## src/rtl/uart_tx_cfg.sv

```systemverilog
// uart_tx_cfg: runtime-configurable UART transmitter.
// One-entry holding register behind a valid/ready handshake feeds a
// START/DATA/PARITY/STOP shifter. Divisor, parity mode and stop count are
// latched at frame start so mid-frame configuration changes are harmless.
module uart_tx_cfg #(
   parameter int DATA_BITS = 8,
   parameter int DIV_W     = 16
) (
   input  logic                 clk,
   input  logic                 reset_n,
   input  logic [DIV_W-1:0]     baud_div,
   input  logic [1:0]           parity_mode,
   input  logic                 stop2,
   input  logic [DATA_BITS-1:0] tx_data,
   input  logic                 tx_valid,
   output logic                 tx_ready,
   output logic                 tx,
   output logic                 busy,
   output logic                 frame_done
);

   typedef enum logic [2:0] {IDLE, START, DATA, PARITY, STOP} state_t;

   localparam logic [3:0] LAST_BIT = 4'(DATA_BITS - 1);

   // Parity bit for a data word: 01 odd, 10 even, 11 mark.
   function automatic logic parity_bit(input logic [DATA_BITS-1:0] d,
                                       input logic [1:0]           mode);
      case (mode)
         2'b01:   return ~(^d);
         2'b10:   return ^d;
         default: return 1'b1;
      endcase
   endfunction

   // Divisors below 2 cannot give a full bit period; clamp to 2.
   function automatic logic [DIV_W-1:0] eff_div(input logic [DIV_W-1:0] d);
      return (d < DIV_W'(2)) ? DIV_W'(2) : d;
   endfunction

   state_t               state;
   logic                 hold_full;
   logic [DATA_BITS-1:0] hold_data;
   logic [DATA_BITS-1:0] shreg;
   logic [DIV_W-1:0]     cnt;
   logic [DIV_W-1:0]     div_lat;
   logic [3:0]           bit_cnt;
   logic                 par_en;
   logic                 par_val;
   logic                 stop2_lat;

   logic accept;
   logic tick;
   logic stop_end;
   logic load;
   logic hold_next;
   logic go_idle;

   assign tx_ready  = ~hold_full;
   assign accept    = tx_valid & ~hold_full;
   assign tick      = (cnt == div_lat - DIV_W'(1));
   assign stop_end  = (state == STOP) && tick && (!stop2_lat || bit_cnt == 4'd1);
   // A full holding register starts a frame from IDLE or straight off the last stop bit.
   assign load      = hold_full && ((state == IDLE) || stop_end);
   assign hold_next = accept | (hold_full & ~load);
   assign go_idle   = ((state == IDLE) || stop_end) && !hold_full;

   // Holding register occupancy flag.
   always_ff @(posedge clk or negedge reset_n) begin
      if (!reset_n) hold_full <= 1'b0;
      else          hold_full <= hold_next;
   end

   // Holding register payload and the shifter/parity it feeds (data path, no reset).
   always_ff @(posedge clk) begin
      if (accept) hold_data <= tx_data;
      if (load) begin
         shreg   <= hold_data;
         par_val <= parity_bit(hold_data, parity_mode);
      end else if (state == DATA && tick) begin
         shreg <= shreg >> 1;
      end
   end

   // Frame FSM with registered tx, busy and frame_done.
   always_ff @(posedge clk or negedge reset_n) begin
      if (!reset_n) begin
         state      <= IDLE;
         cnt        <= '0;
         bit_cnt    <= '0;
         div_lat    <= DIV_W'(2);
         par_en     <= 1'b0;
         stop2_lat  <= 1'b0;
         tx         <= 1'b1;
         busy       <= 1'b0;
         frame_done <= 1'b0;
      end else begin
         frame_done <= stop_end;
         busy       <= ~go_idle | hold_next;
         if (load) begin
            state     <= START;
            cnt       <= '0;
            bit_cnt   <= '0;
            tx        <= 1'b0;
            div_lat   <= eff_div(baud_div);
            par_en    <= |parity_mode;
            stop2_lat <= stop2;
         end else begin
            case (state)
               IDLE: begin
                  tx <= 1'b1;
               end
               START: begin
                  if (tick) begin
                     cnt     <= '0;
                     bit_cnt <= '0;
                     state   <= DATA;
                     tx      <= shreg[0];
                  end else begin
                     cnt <= cnt + DIV_W'(1);
                  end
               end
               DATA: begin
                  if (tick) begin
                     cnt <= '0;
                     if (bit_cnt == LAST_BIT) begin
                        bit_cnt <= '0;
                        if (par_en) begin
                           state <= PARITY;
                           tx    <= par_val;
                        end else begin
                           state <= STOP;
                           tx    <= 1'b1;
                        end
                     end else begin
                        bit_cnt <= bit_cnt + 4'd1;
                        tx      <= shreg[1];
                     end
                  end else begin
                     cnt <= cnt + DIV_W'(1);
                  end
               end
               PARITY: begin
                  if (tick) begin
                     cnt     <= '0;
                     bit_cnt <= '0;
                     state   <= STOP;
                     tx      <= 1'b1;
                  end else begin
                     cnt <= cnt + DIV_W'(1);
                  end
               end
               STOP: begin
                  if (tick) begin
                     cnt <= '0;
                     if (stop_end) begin
                        bit_cnt <= '0;
                        state   <= IDLE;
                        tx      <= 1'b1;
                     end else begin
                        bit_cnt <= 4'd1;
                     end
                  end else begin
                     cnt <= cnt + DIV_W'(1);
                  end
               end
               default: begin
                  state <= IDLE;
                  tx    <= 1'b1;
               end
            endcase
         end
      end
   end

endmodule

```

## config.mk

```make
export PLATFORM = sky130hd
export DESIGN_NAME = uart_tx_cfg
export DESIGN_NICKNAME = d
export VERILOG_FILES = /design/src/rtl/uart_tx_cfg.sv
export SDC_FILE = /design/constraint.sdc
export NUM_CORES = 1
export LEC_CHECK = 0
export ABC_CLOCK_PERIOD_IN_PS = 4080
export BUFFER_PORTS_ARGS = -buffer_cell sky130_fd_sc_hd__clkbuf_2
export CELL_PAD_IN_SITES_DETAIL_PLACEMENT = 1
export CELL_PAD_IN_SITES_GLOBAL_PLACEMENT = 2
export CORE_UTILIZATION = 39
export CTS_CLUSTER_DIAMETER = 40
export CTS_CLUSTER_SIZE = 25
export DETAILED_ROUTE_END_ITERATION = 8
export PLACE_DENSITY_LB_ADDON = 0.25
export RECOVER_POWER = 100
export SETUP_SLACK_MARGIN = 0.3
export SLEW_MARGIN = 0
export SYNTH_ARGS = -nofsm -noshare
export SYNTH_HDL_FRONTEND = slang
export SYNTH_SLANG_ARGS = --single-unit
export TNS_END_PERCENT = 10
```

## constraint.sdc

```tcl
create_clock -name clk -period 4.08 [get_ports clk]
set_input_delay 0.612 -clock clk [delete_from_list [all_inputs] [get_ports clk]]
set_output_delay 0.612 -clock clk [all_outputs]
set_load 0.01 [all_outputs]
```

Yosys cells after proc, flatten, opt, wreduce, memory -nomap -nowiden
Index checks and enable logic that the tools add are counted.

Add/subtract/negate cells: 3. Reduce and logical (&&, ||, !) cells: 20. $lt $le $gt $ge: 1. Muxes and demuxes: 32. Bitwise operators: 8. Equality and inequality tests: 17.

Operators by type and width (number): 16-bit 2-to-1 mux (4); 3-bit 2-to-1 mux (8); 4-bit 2-to-1 mux (5); 16-bit by 1-bit adder with 16-bit output, second input constant (1); 16-bit equality test (1); 16-bit by 2-bit less-than comparator with 1-bit output, second input constant (1); 8-bit 2-to-1 mux (2); 16-bit by 1-bit subtractor with 16-bit output, second input constant (1); 3-bit inequality test, second input constant (5); 3-bit case mux with 5 select lines (1); 4-bit case mux with 3 select lines (1); 1-bit 2-to-1 mux (9); 8-bit XOR reduction (1); 7-bit AND reduction (1); 3-bit by 2-bit equality test with 1-bit output, second input constant (2); 1-bit logical AND (5); 5-bit AND reduction (1); 4-bit by 1-bit adder with 4-bit output, second input constant (1); 4-bit by 1-bit equality test with 1-bit output, second input constant (1); 4-bit by 3-bit equality test with 1-bit output, second input constant (1); 1-bit inverter (4); 1-bit case mux with 4 select lines (1); 4-bit AND reduction (1); 2-bit nonzero test (2); 16 further kinds (21).

Logic and storage cells: 94. Bits in registers: 62. Input port bits: 30.

Depth between registers and ports, before layout
Depth in word-level cells: 10. Gate-level depth with buffers: 12. Gate-level depth less buffers: 10.

Worst setup path before layout
No wires, ideal clock.

Path type: register to register. Start point: reg div_lat[0]. End point: reg shreg[0] (data pin). Buffers on the path: 3. Setup time: 0.260 ns. Setup slack: 0.629 ns. Data required time: 3.820 ns. Arrival: 3.191 ns. Stages on the path, launching flop included: 12. Clock period less this slack: 3.451 ns. Cells stage by stage: dfrtp_1 > or2_1 > or4_1 > buf_2 > or3_1 > o311ai_1 > nor2_1 > or4b_1 > a21o_1 > buf_6 > buf_6 > mux2_4.

Cells in the longest elaborated chain, start to end: 7.

RTL lines: start: declaration (RTL line 46) `logic [DIV_W-1:0] div_lat;`; start signal: assignment (RTL line 105) `div_lat <= eff_div(baud_div);`; 16-bit by 1-bit subtractor with 16-bit output (RTL line 61) `assign tick = (cnt == div_lat - DIV_W'(1));`; 16-bit equality test (RTL line 61); 1-bit logical AND (2 in series) (RTL line 62) `assign stop_end = (state == STOP) && tick && (!stop2_lat || bit_cnt == 4'd1);`; 1-bit logical OR (RTL line 64) `assign load = hold_full && ((state == IDLE) || stop_end);`; 1-bit logical AND (RTL line 64); 8-bit 2-to-1 mux (RTL line 77) `if (load) begin`; end signal: assignment (RTL line 78) `shreg <= hold_data;`; end signal: assignment (RTL line 81) `shreg <= shreg >> 1;`; end: declaration (RTL line 44) `logic [DATA_BITS-1:0] shreg;`.

Every way passes these cells. A chain may end at the register's enable or synchronous reset.

Final worst setup path
Start point: reg div_lat[0]. End point: reg div_lat[13].

Cells in the longest elaborated chain, start to end: 6.

RTL lines (RTL line): 16-bit by 1-bit subtractor with 16-bit output (61); 16-bit equality test (61); 1-bit logical AND (2 in series) (62); 1-bit logical OR (64); 1-bit logical AND (64).

Every way passes these cells.

==> results.toml <==
[outcome]
run_status = "complete, but fails checks"
failed_checks = "capacitance limit, slew limit"

[global_route]
track_usage_pct = 20.6
grt_start_max_net_pins = 46
grt_antenna_before_repair = 0
grt_pass1_vias = 3061
grt_overflow_total = 0
grt_first_pass_wirelength_um = 15800

[synth]
synth_area_mm2 = 0.00372
synth_async_sr_flop_share_pct = 72.6
synth_top_flop_cell = "dfrtp_1"
netlist-cell-type-count = 59
synthesis.nets = 396
synth.avg_cell_area_um2 = 10.4
part_of_the_yosys_area_used_for_sequential_elements_pct = 44.0
synth_enable_flop_cells = 17
yosysWarnings = 0
synth_cells = 359
register_bit_count_reported_by_yosys = 62

[placed_design]
dp.final_hpwl_um = 6880
place_area_mm2 = 0.00402
portBuffers = 33
gp_congestion = 0.786

[timing]
final_setup_viols = 0
hold_viol_final = 0
fmax_mhz = 270
tightestPinTransition_ns = 2.53
fin_crit_sh_pct = 90.8
rsz0062_at_grt = "no"
final_critical_path_required_period_ns = 3.70
fin_setup_tns_ns = 0
timing.final.max_slew_violations = 46
slew_headroom_pct = -68.6
clock-skew-final_ns = 0.00997

[cts]
cts-root-buf = "clkbuf_8"
post_cts_hold_buffer_count = 0
cts_tree = "yes"
number_of_levels_in_the_clock_h_tree = 3
postCtsSetupRepairBufs = 0
clk-insertion-delay-late_ns = 0.35
clk_path_buf_depth = 2
numClockSinks = 62
cts.clk_slew.worst_paths_ns = 0.08
tritoncts.num_buffers = 9

[cells_and_area]
area_growth_syn_to_layout_pct = 12.3
final_common_cell = "dfrtp_1"
fin_util_pct = 45.3
post_route_cells_drive_above_1_share_pct = 18.1
finish.instance_area_mm2 = 0.00418
antenna_cells_inserted = 0
layout_common_cells = "dfrtp_1 (43), clkbuf_2 (31), nor2_1 (23), nand2_1 (23), xnor2_1 (18)"
layout.nets = 430

[routing]
postRouteWirelength_um = 9450
num_vias = 2937
first_iter_violations = 113
route.detailed.wl_per_inst_um = 17.9
drt_first_pass_iters = 4
antenna_violating_nets_post_route = 0
route.detailed.vias_per_inst = 5.57
number_of_remaining_drc_errors = 0

[floorplan]
die_x_um = 99.7
initial_core_util_pct = 40.3
core.rowCount = 35
die_h_um = 99.7
io_pins = 34
placeableCoreArea_mm2 = 0.00924
fp.dieArea_mm2 = 0.00995

[power]
worst_ir_drop_vdd_mv = 0.366
static_power_due_to_leakage_nw = 1.71
pwr_density_cell_mw_per_mm2 = 552

[worst_setup_path]
r2r_start = "div_lat[0]"
worst_setup_path_end_kind = "register"
cp_max_fo = 17
critPathKind = "reg -> reg"
crit_path_start_kind = "register"
cp_data_required_time_ns = 4.31
crit_start = "div_lat[0]"
worst_ep_arrival_time_ns = 3.93

[min_path]
min-delay-start = "tx_data[1]"
hp-class = "in -> reg"

[run]
maxCapViolations = 1
-- sequential cells by signal, indices dropped and copies added (netlist names), 3 cells and up --
register   cells
shreg          8
bit_cnt        4
hold_data      8
cnt           16
div_lat       16
state          3
-- report_power, final --
group | internal, W | total (W) | switching [W]
clock network | 0.000228 | 0.000511 | 0.000284
logic | 0.000374 | 0.000759 | 0.000385
registers | 0.000800 | 0.00104 | 0.000238
-- synthesized netlist by cell type, drive strengths merged (11+ instances only) --
library cell | count | area share, %
o311ai | 12 | 2.8
o21a | 11 | 2.2
inv | 14 | 1.4
nand3 | 13 | 1.7
edfxtp | 17 | 14
xnor2 | 18 | 4.2
clkbuf | 11 | 1.1
mux2 | 22 | 7.7
nor2 | 23 | 2.3
xor2 | 12 | 2.8
nand2 | 23 | 2.3
dfrtp | 43 | 29
-- kinds of logic after synthesis --
| group | share of synthesized area [%] |
|---|---|
| XOR/XNOR | 7.05 |
| adder cells (fa/ha/maj) | 2.35 |
| flip-flops | 44.0 |
| buffers and inverters | 3.49 |
| multiplexers | 8.73 |
| AND/OR/NAND/NOR | 20.2 |
| AO/OA/AOI/OAI | 14.2 |
-- metal layers --
layer / global-route usage [%] / up-vias / part of all wire [%]
met2: 34.0 / 54 / 48
met3: 2.74 / 8 / 2.7
met1: 27.9 / 1465 / 48
met5: 0 / - / 0
li1: - / 1410 / -
met4: 7.13 / 0 / 1.2
-- final cells by class --
| cell class | count | area, µm² |
|---|---|---|
| fillers | 1041 | 5060 |
| multi-input cells | 267 | 1950 |
| flip-flops and latches | 62 | 1640 |
| repair buffers | 39 | 200 |
| well taps | 129 | 161 |
| clock buffers | 9 | 124 |
| clock inverters | 7 | 56.3 |
| inverters | 14 | 52.6 |
-- path summary, 6_finish.rpt --
kind,end,slack [ns],depth (start not counted)
setup / recovery,div_lat[13],0.38,9
min in group asynchronous,cnt[10],1.13,2
max in group asynchronous,div_lat[14],1.51,2
setup reg to reg,div_lat[13],0.38,9
hold reg to reg,div_lat[1],0.54,2
hold / removal,hold_data[1],0.43,1
-- repair_timing --
action	CTS	global route
pin swaps	0	0
cloned	0	0
gates resized for setup	1	3
endpoints found under the setup margin	18	28
-- critical path: stages, from the launching register on --
cell	delay [ns]
dfrtp_1	0.41
or2_0	0.24
or4_1	0.58
or3_1	0.42
nor4b_1	0.27
nor2_1	0.16
or4b_1	0.61
a21o_4	0.32
buf_4	0.23
mux2_1	0.33
-- metrics by stage --
step,instances,worst slack (ns),hold slack [ns],total power (W)
after floorplan,359,0.629,0.316,0.00157
after global placement,511,0.387,0.488,0.00178
after detailed placement,511,0.279,0.528,0.00182
after CTS,527,0.357,0.370,0.00234
after global routing,527,0.170,0.421,0.00247
final,527,0.376,0.426,0.00231
Note: power is estimated with default switching activity, not from simulation.
